--- src/rtl/div_ctrl_if.sv ---
// Control/status bundle of the clock divider: run control, ratio handshake,
// divided clock and phase observation.
interface div_ctrl_if #(
  parameter int W = 4
);
  logic         start;
  logic         stop;
  logic         cfg_valid;
  logic [W-1:0] cfg_ratio;
  logic         cfg_ready;
  logic         cfg_err;
  logic         f;
  logic         tick;
  logic         busy;
  logic [W-1:0] cnt;

  modport master (
    output start, stop, cfg_valid, cfg_ratio,
    input  cfg_ready, cfg_err, f, tick, busy, cnt
  );

  modport slave (
    input  start, stop, cfg_valid, cfg_ratio,
    output cfg_ready, cfg_err, f, tick, busy, cnt
  );
endinterface

--- src/rtl/div_ctrl.sv ---
// Programmable 50%-duty clock divider (N = 2..2^W-1) with a glitch-free ratio
// update that only lands on an output period boundary or while idle.
module div_ctrl #(
  parameter int DEFAULT_RATIO = 5,
  parameter int W             = 4
) (
  input  logic      clk,
  input  logic      rst,
  div_ctrl_if.slave bus
);

  typedef enum logic [1:0] {
    IDLE  = 2'd0,
    RUN   = 2'd1,
    DRAIN = 2'd2
  } state_e;

  localparam logic [W-1:0] RESET_RATIO = W'(DEFAULT_RATIO);
  localparam logic [W-1:0] MIN_RATIO   = W'(2);

  state_e       state_q, state_d;
  logic [W-1:0] cnt_q, cnt_d;
  logic [W-1:0] ratio_q, ratio_d;
  logic [W-1:0] pend_q, pend_d;
  logic         pend_vld_q, pend_vld_d;
  logic         p_q, p_d;
  logic         n_q;
  logic         err_q, err_d;

  logic         running;
  logic         at_last;
  logic         cfg_illegal;
  logic         cfg_accept;
  logic         apply_pend;

  assign running     = (state_q != IDLE);
  assign at_last     = (cnt_q == (ratio_q - W'(1)));
  assign cfg_illegal = (bus.cfg_ratio < MIN_RATIO);
  assign cfg_accept  = bus.cfg_valid && !pend_vld_q && !cfg_illegal;

  // A pending ratio may only land where no f period can be cut or stretched:
  // any cycle in IDLE, or the RUN wrap. DRAIN finishes on the old ratio.
  assign apply_pend  = pend_vld_q && ((state_q == IDLE) || ((state_q == RUN) && at_last));

  always_comb begin
    // NOTE: every signal written here gets a default first, so no path can infer a latch.
    state_d = state_q;
    case (state_q)
      IDLE:    if (bus.start && !bus.stop) state_d = RUN;
      RUN:     if (bus.stop)               state_d = DRAIN;
      DRAIN:   if (at_last)                state_d = IDLE;
      default:                             state_d = IDLE;
    endcase
  end

  always_comb begin
    ratio_d    = ratio_q;
    pend_d     = pend_q;
    pend_vld_d = pend_vld_q;

    if (apply_pend) begin
      ratio_d    = pend_q;
      pend_vld_d = 1'b0;
    end
    if (cfg_accept) begin
      pend_d     = bus.cfg_ratio;
      pend_vld_d = 1'b1;
    end

    if ((state_d == IDLE) || (state_q == IDLE) || at_last) begin
      cnt_d = '0;
    end else begin
      cnt_d = cnt_q + W'(1);
    end

    // p is the registered "first half" flag; using ratio_d keeps it right on the update edge.
    p_d   = (state_d != IDLE) && (cnt_d < (ratio_d >> 1));
    err_d = bus.cfg_valid && cfg_illegal;
  end

  always_ff @(posedge clk or negedge rst) begin
    if (!rst) begin
      state_q    <= IDLE;
      cnt_q      <= '0;
      ratio_q    <= RESET_RATIO;
      pend_q     <= '0;
      pend_vld_q <= 1'b0;
      p_q        <= 1'b0;
      err_q      <= 1'b0;
    end else begin
      // NOTE: non-blocking assignments so every flop samples the pre-edge values.
      state_q    <= state_d;
      cnt_q      <= cnt_d;
      ratio_q    <= ratio_d;
      pend_q     <= pend_d;
      pend_vld_q <= pend_vld_d;
      p_q        <= p_d;
      err_q      <= err_d;
    end
  end

  // Half-cycle extension for odd ratios: p delayed to the falling edge.
  always_ff @(negedge clk or negedge rst) begin
    if (!rst) begin
      n_q <= 1'b0;
    end else begin
      n_q <= p_q;
    end
  end

  assign bus.f         = ratio_q[0] ? (p_q | n_q) : p_q;
  assign bus.tick      = running && (cnt_q == '0);
  assign bus.busy      = running;
  assign bus.cfg_ready = !pend_vld_q;
  assign bus.cfg_err   = err_q;
  assign bus.cnt       = cnt_q;

  a_cnt_in_range: assert property (@(posedge clk) disable iff (!rst) cnt_q < ratio_q);
  a_ratio_legal:  assert property (@(posedge clk) disable iff (!rst) ratio_q >= MIN_RATIO);
  a_idle_quiet:   assert property (@(posedge clk) disable iff (!rst)
                                   !running |-> ((cnt_q == '0) && !p_q));

endmodule

--- src/flat_wrapper.sv ---
// flat-port wrapper written by rule: the top's interface ports become plain ports
module div_ctrl_flat 
#(
  parameter int DEFAULT_RATIO = 5,
  parameter int W             = 4
)
  (clk, rst, bus_start, bus_stop, bus_cfg_valid, bus_cfg_ratio, bus_cfg_ready, bus_cfg_err, bus_f, bus_tick, bus_busy, bus_cnt);
  div_ctrl_if #(.W(W)) bus_i ();
  input  logic clk;
  input  logic rst;
  input wire logic [$bits(bus_i.start)-1:0] bus_start;
  input wire logic [$bits(bus_i.stop)-1:0] bus_stop;
  input wire logic [$bits(bus_i.cfg_valid)-1:0] bus_cfg_valid;
  input wire logic [$bits(bus_i.cfg_ratio)-1:0] bus_cfg_ratio;
  output wire logic [$bits(bus_i.cfg_ready)-1:0] bus_cfg_ready;
  output wire logic [$bits(bus_i.cfg_err)-1:0] bus_cfg_err;
  output wire logic [$bits(bus_i.f)-1:0] bus_f;
  output wire logic [$bits(bus_i.tick)-1:0] bus_tick;
  output wire logic [$bits(bus_i.busy)-1:0] bus_busy;
  output wire logic [$bits(bus_i.cnt)-1:0] bus_cnt;
  assign bus_i.start = bus_start;
  assign bus_i.stop = bus_stop;
  assign bus_i.cfg_valid = bus_cfg_valid;
  assign bus_i.cfg_ratio = bus_cfg_ratio;
  assign bus_cfg_ready = bus_i.cfg_ready;
  assign bus_cfg_err = bus_i.cfg_err;
  assign bus_f = bus_i.f;
  assign bus_tick = bus_i.tick;
  assign bus_busy = bus_i.busy;
  assign bus_cnt = bus_i.cnt;
  div_ctrl #(.DEFAULT_RATIO(DEFAULT_RATIO), .W(W)) u_core (.clk(clk), .rst(rst), .bus(bus_i));
endmodule
--- config.mk ---
export PLATFORM = sky130hd
export DESIGN_NAME = div_ctrl_flat
export DESIGN_NICKNAME = d
export VERILOG_FILES = /design/src/rtl/div_ctrl_if.sv /design/src/rtl/div_ctrl.sv /design/src/flat_wrapper.sv
export SDC_FILE = /design/constraint.sdc
export NUM_CORES = 1
export LEC_CHECK = 0
export CAP_MARGIN = 20
export CORE_MARGIN = 10
export CORE_UTILIZATION = 30
export CTS_CLUSTER_SIZE = 20
export DETAILED_ROUTE_END_ITERATION = 7
export MAX_ROUTING_LAYER = met4
export SYNTH_ARGS = -nofsm -noshare
export SYNTH_HDL_FRONTEND = slang
export SYNTH_SLANG_ARGS = --single-unit
--- constraint.sdc ---
create_clock -name clk -period 5.9 [get_ports clk]
set_input_delay 1.18 -clock clk [delete_from_list [all_inputs] [get_ports clk]]
set_output_delay 1.18 -clock clk [all_outputs]
set_load 0.01 [all_outputs]
==> run_results.csv, run 1 <==
group,metric,value,unit
drt,detail-route-antenna-nets,0,
setup_path,crit_path_end,"bus_f",
pwr,leakage,0.552,nW
sta,rsz0062_at_grt,"false",
setup_path,critical_path_buf_inv_count,1,
logic_synthesis,synthTopCellsByCount,"dfrtp_1 (15), inv_1 (8), mux2_2 (6), nor2_1 (6)",
cts,clock-sinks,18,
finish,fin_nets,125,
grt,grt_max_degree,19,
drt,first_pass_iters,4,
logic_synthesis,synth_top_flop_cell,"dfrtp_1",
cts,cts_root_buf,"clkbuf_4",
drt,vias,723,
setup_path,crit_start,"u_core.n_q",
setup_path,cp_top_family,"buffers and inverters",
logic_synthesis,synthTopCellsByArea,"dfrtp_1 (38%), mux2_2 (6.8%), ha_1 (6.3%)",
logic_synthesis,syn_area,997,um^2
logic_synthesis,yosysMostFrequentCell,"dfrtp_1",
grt,grt_use_met2,11.4,%
drt,finalWirelength,2010,um
logic_synthesis,synth_edf_count,0,
setup_path,cp_slowest_cell,"clkdlybuf4s50_1",
sta,fin_skew,0.00486,ns
logic_synthesis,yosys.area.top_type_share,37.6,%
cts,cts_setup_buffers,0,
grt,use_met3,2.53,%
drt,drc,0,
setup_path,reg2reg_slack,2.41,ns
grt,grt_pass1_vias,795,
cts,clk_latency,0.29,ns
cts,cts_hold_buf,0,
setup_path,critPathMaxFanout,1,
cts,cts.reportedPaths.clkPinSlew,0.10,ns
setup_path,crit_cells,2,
hold_path,hold_path.class,"register to register",
logic_synthesis,syn_area_per_cell,11.0,um^2
sta,hold_viol,0,
cts,cts_resized,0,
grt,grt_pass1_wl,3610,um
grt,grt_usage,7.32,%
sta,worst_pin_slew,0.429,ns
logic_synthesis,ys_seq_area_share,45.4,%
die,dieArea,6030,um^2
cts,cts_tree,"yes",
cts,clk_path_buf_depth,2,
setup_path,r2r_cells,0,
setup_path,r2r-start,"u_core.p_q",
sta,setup_viol,0,
cts,numCtsBuffers,3,
logic_synthesis,synth_cell_type_count,36,
sta,finalMaxSlewViolations,0,
setup_path,end_kind,"output port",
setup_path,worstPathArrival,4.27,ns
drt,wire_per_inst,13.0,um
logic_synthesis,ys_ff_latch,18,
pwr,max-vdd-ir-drop,0.205,mV
drt,vias_per_cell,4.69,
die,die_h,77.7,um
setup_path,cp_slowest_stage_delay,0.53,ns
run_status,status,"complete, no violations",
finish,drive_above_1_share,15.5,%
die,ios,18,
setup_path,r2r-end,"u_core.n_q",
setup_path,crit_type,"register to output port",
logic_synthesis,synth_nets,105,
place,place.gp.congestion,0.792,
die,core,3130,um^2
grt,grt_use_met1,8.72,%
sta,setup_ws,0.452,ns
die,placementRows,20,
drt,drt_iter0_drc,28,
finish,num-fill-cells,314,
logic_synthesis,yosysWarnings,0,
place,io_buffers,17,
sta,fin_setup_tns,0,ns
setup_path,worstPathCellList,"a21o_1 > clkdlybuf4s50_1",
grt,grt_antenna_before_repair,0,
flow_run,drv_cap,0,
logic_synthesis,yosysTopAreaCell,"dfrtp_1",
sta,slew_headroom,71.3,%
setup_path,start_kind,"register",
finish,syn_to_final_growth,25.6,%
pwr,p_total,0.000660,W
die,die_x,77.7,um
pwr,power.density,527,nW/um^2
logic_synthesis,syn_inst,91,
die,floorplan.initialDensity,31.9,%
logic_synthesis,async_flop_share,100,%
grt,top_usage_layer,"met2",
setup_path,required,4.72,ns
finish,n_antenna_cell,0,
place,dp_worst_setup_slack,0.754,ns
grt,grt-ovfl-total,0,
cts,ctsHtreeMaxLevel,1,
place,dpl.hpwl,1630,um
==> cells in the final DEF (no fill, tap or decap), types with 2 or more instances in the layout <==
| cell type | synthesis | layout |
|---|---|---|
| clkdlybuf4s50_1 | 0 | 17 |
| dfrtp_1 | 15 | 15 |
| inv_1 | 8 | 8 |
| nor2_1 | 6 | 6 |
| mux2_2 | 6 | 6 |
| xnor2_1 | 5 | 5 |
| nand2_1 | 5 | 5 |
| ha_1 | 5 | 5 |
| o21ai_0 | 3 | 3 |
| and3_1 | 3 | 3 |
| clkbuf_4 | 0 | 3 |
| nand2b_1 | 2 | 2 |
| xor2_1 | 2 | 2 |
| nor3_1 | 2 | 2 |
| mux2i_1 | 2 | 2 |
| nand3_1 | 2 | 2 |
| a21oi_1 | 2 | 2 |
| nand4b_1 | 2 | 2 |
| dfstp_2 | 2 | 2 |
==> cells by family after synthesis <==
group                      Yosys count  share of synthesized area (%)
adders and majority gates            5                           6.27
and+or+nand+nor                     28                           16.7
buffers and inverters               11                           4.39
muxes                                8                           8.78
xor gates and xnor gates             8                           8.53
AOI/OAI and AO/OA                   13                           9.91
DFF                                 18                           45.4
==> worst min-delay path by stage <==
stage,start,to,slack (ns),cells after the start
CTS,u_core.pend_q[0],u_core.pend_q[0],0.53,1
floorplan,u_core.pend_q[0],u_core.pend_q[0],0.47,1
detailed placement,u_core.pend_q[0],u_core.ratio_q[0],0.50,1
global route,u_core.pend_q[0],u_core.ratio_q[0],0.56,1
global placement,u_core.pend_q[0],u_core.pend_q[0],0.49,1
finish,u_core.pend_q[0],u_core.pend_q[0],0.52,1
==> through the flow <==
step / util, % / cells / hold WS [ns] / cell area, um^2
after detailed placement: 38.9 / 150 / 0.500 / 1220
after CTS: 40.0 / 154 / 0.526 / 1250
after floorplan: - / 91 / 0.475 / 997
final: 40.0 / 154 / 0.524 / 1250
after global routing: 40.0 / 154 / 0.563 / 1250
after global placement: 38.9 / 150 / 0.489 / 1220
==> flip-flops by register name, summed over array words and instances (netlist names) <==
name                flops
u_core.state_q          2
u_core.bus.cnt          4
u_core.pend_q           4
u_core.ratio_q          4
u_core.bus.cfg_err      1
u_core.n_q              1
u_core.pend_vld_q       1
u_core.p_q              1
==> per-layer routing <==
metal / routed length, um / part of all wire, % / up-vias
met5: 0 / 0 / -
li1: - / - / 356
met3: 107 / 5.3 / 2
met1: 935 / 47 / 347
met4: 21 / 1.0 / 0
met2: 943 / 47 / 18
==> area by class of cell <==
| type | count | area [um^2] | area share (%) |
|---|---|---|---|
| repair buffers | 18 | 178 | 14.2 |
| flip-flops and latches | 18 | 453 | 36.2 |
| clock buffers | 4 | 36.3 | 2.90 |
| multi-input cells | 62 | 500 | 40.0 |
| well taps | 44 | 55.1 | 4.40 |
| inverters | 8 | 30.0 | 2.40 |
==> power by group <==
group | leakage, nW | internal, W | switching, W | total (W)
Sequential | 0.222 | 0.000179 | 0.0000477 | 0.000227
Combinational | 0.309 | 0.000187 | 0.000171 | 0.000359
Clock | 0.0210 | 0.0000376 | 0.0000363 | 0.0000739
(Power assumes the default switching activity.)
==> run 2, diff against run 1 <==
--- a/config.mk
+++ b/config.mk
@@ -6,11 +6,12 @@
 export NUM_CORES = 1
 export LEC_CHECK = 0
 export CAP_MARGIN = 20
-export CORE_MARGIN = 10
+export CORE_MARGIN = 4
 export CORE_UTILIZATION = 30
 export CTS_CLUSTER_SIZE = 20
 export DETAILED_ROUTE_END_ITERATION = 7
 export MAX_ROUTING_LAYER = met4
+export SLEW_MARGIN = 20
 export SYNTH_ARGS = -nofsm -noshare
 export SYNTH_HDL_FRONTEND = slang
 export SYNTH_SLANG_ARGS = --single-unit
==> run_results.csv, run 2 (synthesis results as in run 1) <==
group,metric,value,unit
cts,cts_tree,"yes",
setup_path,critPathMaxFanout,1,
die,floorplan.initialDensity,31.9,%
setup_path,start_kind,"register",
grt,grt_max_degree,19,
grt,grt_pass1_vias,757,
place,dpl.hpwl,1550,um
pwr,combPwrFrac,54.3,%
sta,worst_pin_slew,0.461,ns
pwr,p_sw,0.000263,W
drt,vias,723,
cts,clk_latency,0.30,ns
drt,finalWirelength,2020,um
run_status,status,"complete, no violations",
cts,cts_resized,0,
pwr,power.density,533,nW/um^2
setup_path,required,4.72,ns
cts,numCtsBuffers,3,
cts,cts.reportedPaths.clkPinSlew,0.10,ns
die,placementRows,20,
die,core,3130,um^2
finish,fin_nets,125,
drt,drt_iter0_drc,14,
pwr,max-vdd-ir-drop,0.145,mV
place,dp_worst_setup_slack,0.768,ns
finish,drive_above_1_share,15.5,%
cts,cts_hold_buf,0,
die,die_x,65.7,um
place,io_buffers,17,
grt,grt_pass1_wl,3450,um
setup_path,end_kind,"output port",
drt,wire_per_inst,13.1,um
hold_path,min_path_cells,1,
finish,most-common-layout-cells,"clkdlybuf4s50_1 (17), dfrtp_1 (15), inv_1 (8), nor2_1 (6), mux2_2 (6)",
sta,hold_viol,0,
grt,grt-ovfl-total,0,
drt,drc,0,
setup_path,crit_type,"register to output port",
sta,setup_ws,0.461,ns
flow_run,drv_cap,0,
pwr,p_int,0.000404,W
pwr,p_clk_share,11.7,%
grt,grt_antenna_before_repair,0,
finish,syn_to_final_growth,25.6,%
drt,detail-route-antenna-nets,0,
setup_path,worstPathArrival,4.26,ns
drt,first_pass_iters,4,
finish,n_antenna_cell,0,
sta,rsz0062_at_grt,"false",
die,ios,18,
finish,layout_commonest_cell,"clkdlybuf4s50_1",
sta,setup_viol,0,
hold_path,hold_path.class,"register to register",
setup_path,r2r_cells,0,
die,die_h,65.7,um
grt,grt_usage,11.1,%
cts,cts_root_buf,"clkbuf_4",
cts,clock-sinks,18,
cts,cts_setup_buffers,0,
sta,fin_skew,0.0133,ns
place,place.gp.congestion,0.847,
cts,clk_path_buf_depth,2,
sta,finalMaxSlewViolations,0,
pwr,seqPwrFrac,34.0,%
sta,fin_setup_tns,0,ns
pwr,switching_share,39.4,%
pwr,leakage,0.552,nW
drt,vias_per_cell,4.69,
cts,ctsHtreeMaxLevel,1,
sta,slew_headroom,69.2,%
die,dieArea,4310,um^2
-- run 2: cell type report --
class	count	area, um^2
flip-flops and latches	18	453
multi-input cells	62	500
clock buffers	4	36.3
fillers	316	1880
inverters	8	30.0
well taps	44	55.1
repair buffers	18	178
-- run 2: path summary, 6_finish.rpt --
kind                                      to        startpoint  slack (ns)
max                                    bus_f        u_core.n_q        0.46
min                         u_core.pend_q[0]  u_core.pend_q[0]        0.52
max reg2reg                       u_core.n_q        u_core.p_q        2.40
min reg2reg                 u_core.pend_q[0]  u_core.pend_q[0]        0.52
max in group asynchronous         u_core.n_q               rst        1.64
min in group asynchronous  u_core.ratio_q[1]               rst        1.19
-- run 2: stage by stage --
stage / utilization [%] / power, W / instances / instance area [um^2] / hold WS (ns)
floorplan: - / 0.000490 / 91 / 997 / 0.475
global placement: 38.9 / 0.000583 / 150 / 1220 / 0.491
detailed placement: 38.9 / 0.000594 / 150 / 1220 / 0.499
CTS: 40.0 / 0.000674 / 154 / 1250 / 0.525
global route: 40.0 / 0.000723 / 154 / 1250 / 0.545
finish: 40.0 / 0.000668 / 154 / 1250 / 0.524
-- run 2: critical path: stages (launching register included) --
cell and delay (ns):
dfrtn_1 0.39, a21o_1 0.10, clkdlybuf4s50_1 0.52
-- run 2: metal layers --
layer	routed length [um]	vias to the layer above	global-route usage, %
met4	40	0	7.25
li1	-	357	-
met2	947	12	15.9
met5	0	-	-
met1	963	350	13.6
met3	67	4	2.91
-- run 2: power groups by stage --
| stage | clock network (W) | logic, W | registers [W] |
|---|---|---|---|
| CTS | 0.0000797 | 0.000366 | 0.000228 |
| finish | 0.0000780 | 0.000362 | 0.000227 |
| detailed placement | 0 | 0.000364 | 0.000230 |
| global placement | 0 | 0.000355 | 0.000228 |
| global route | 0.0000883 | 0.000399 | 0.000236 |
| floorplan | 0 | 0.000278 | 0.000212 |
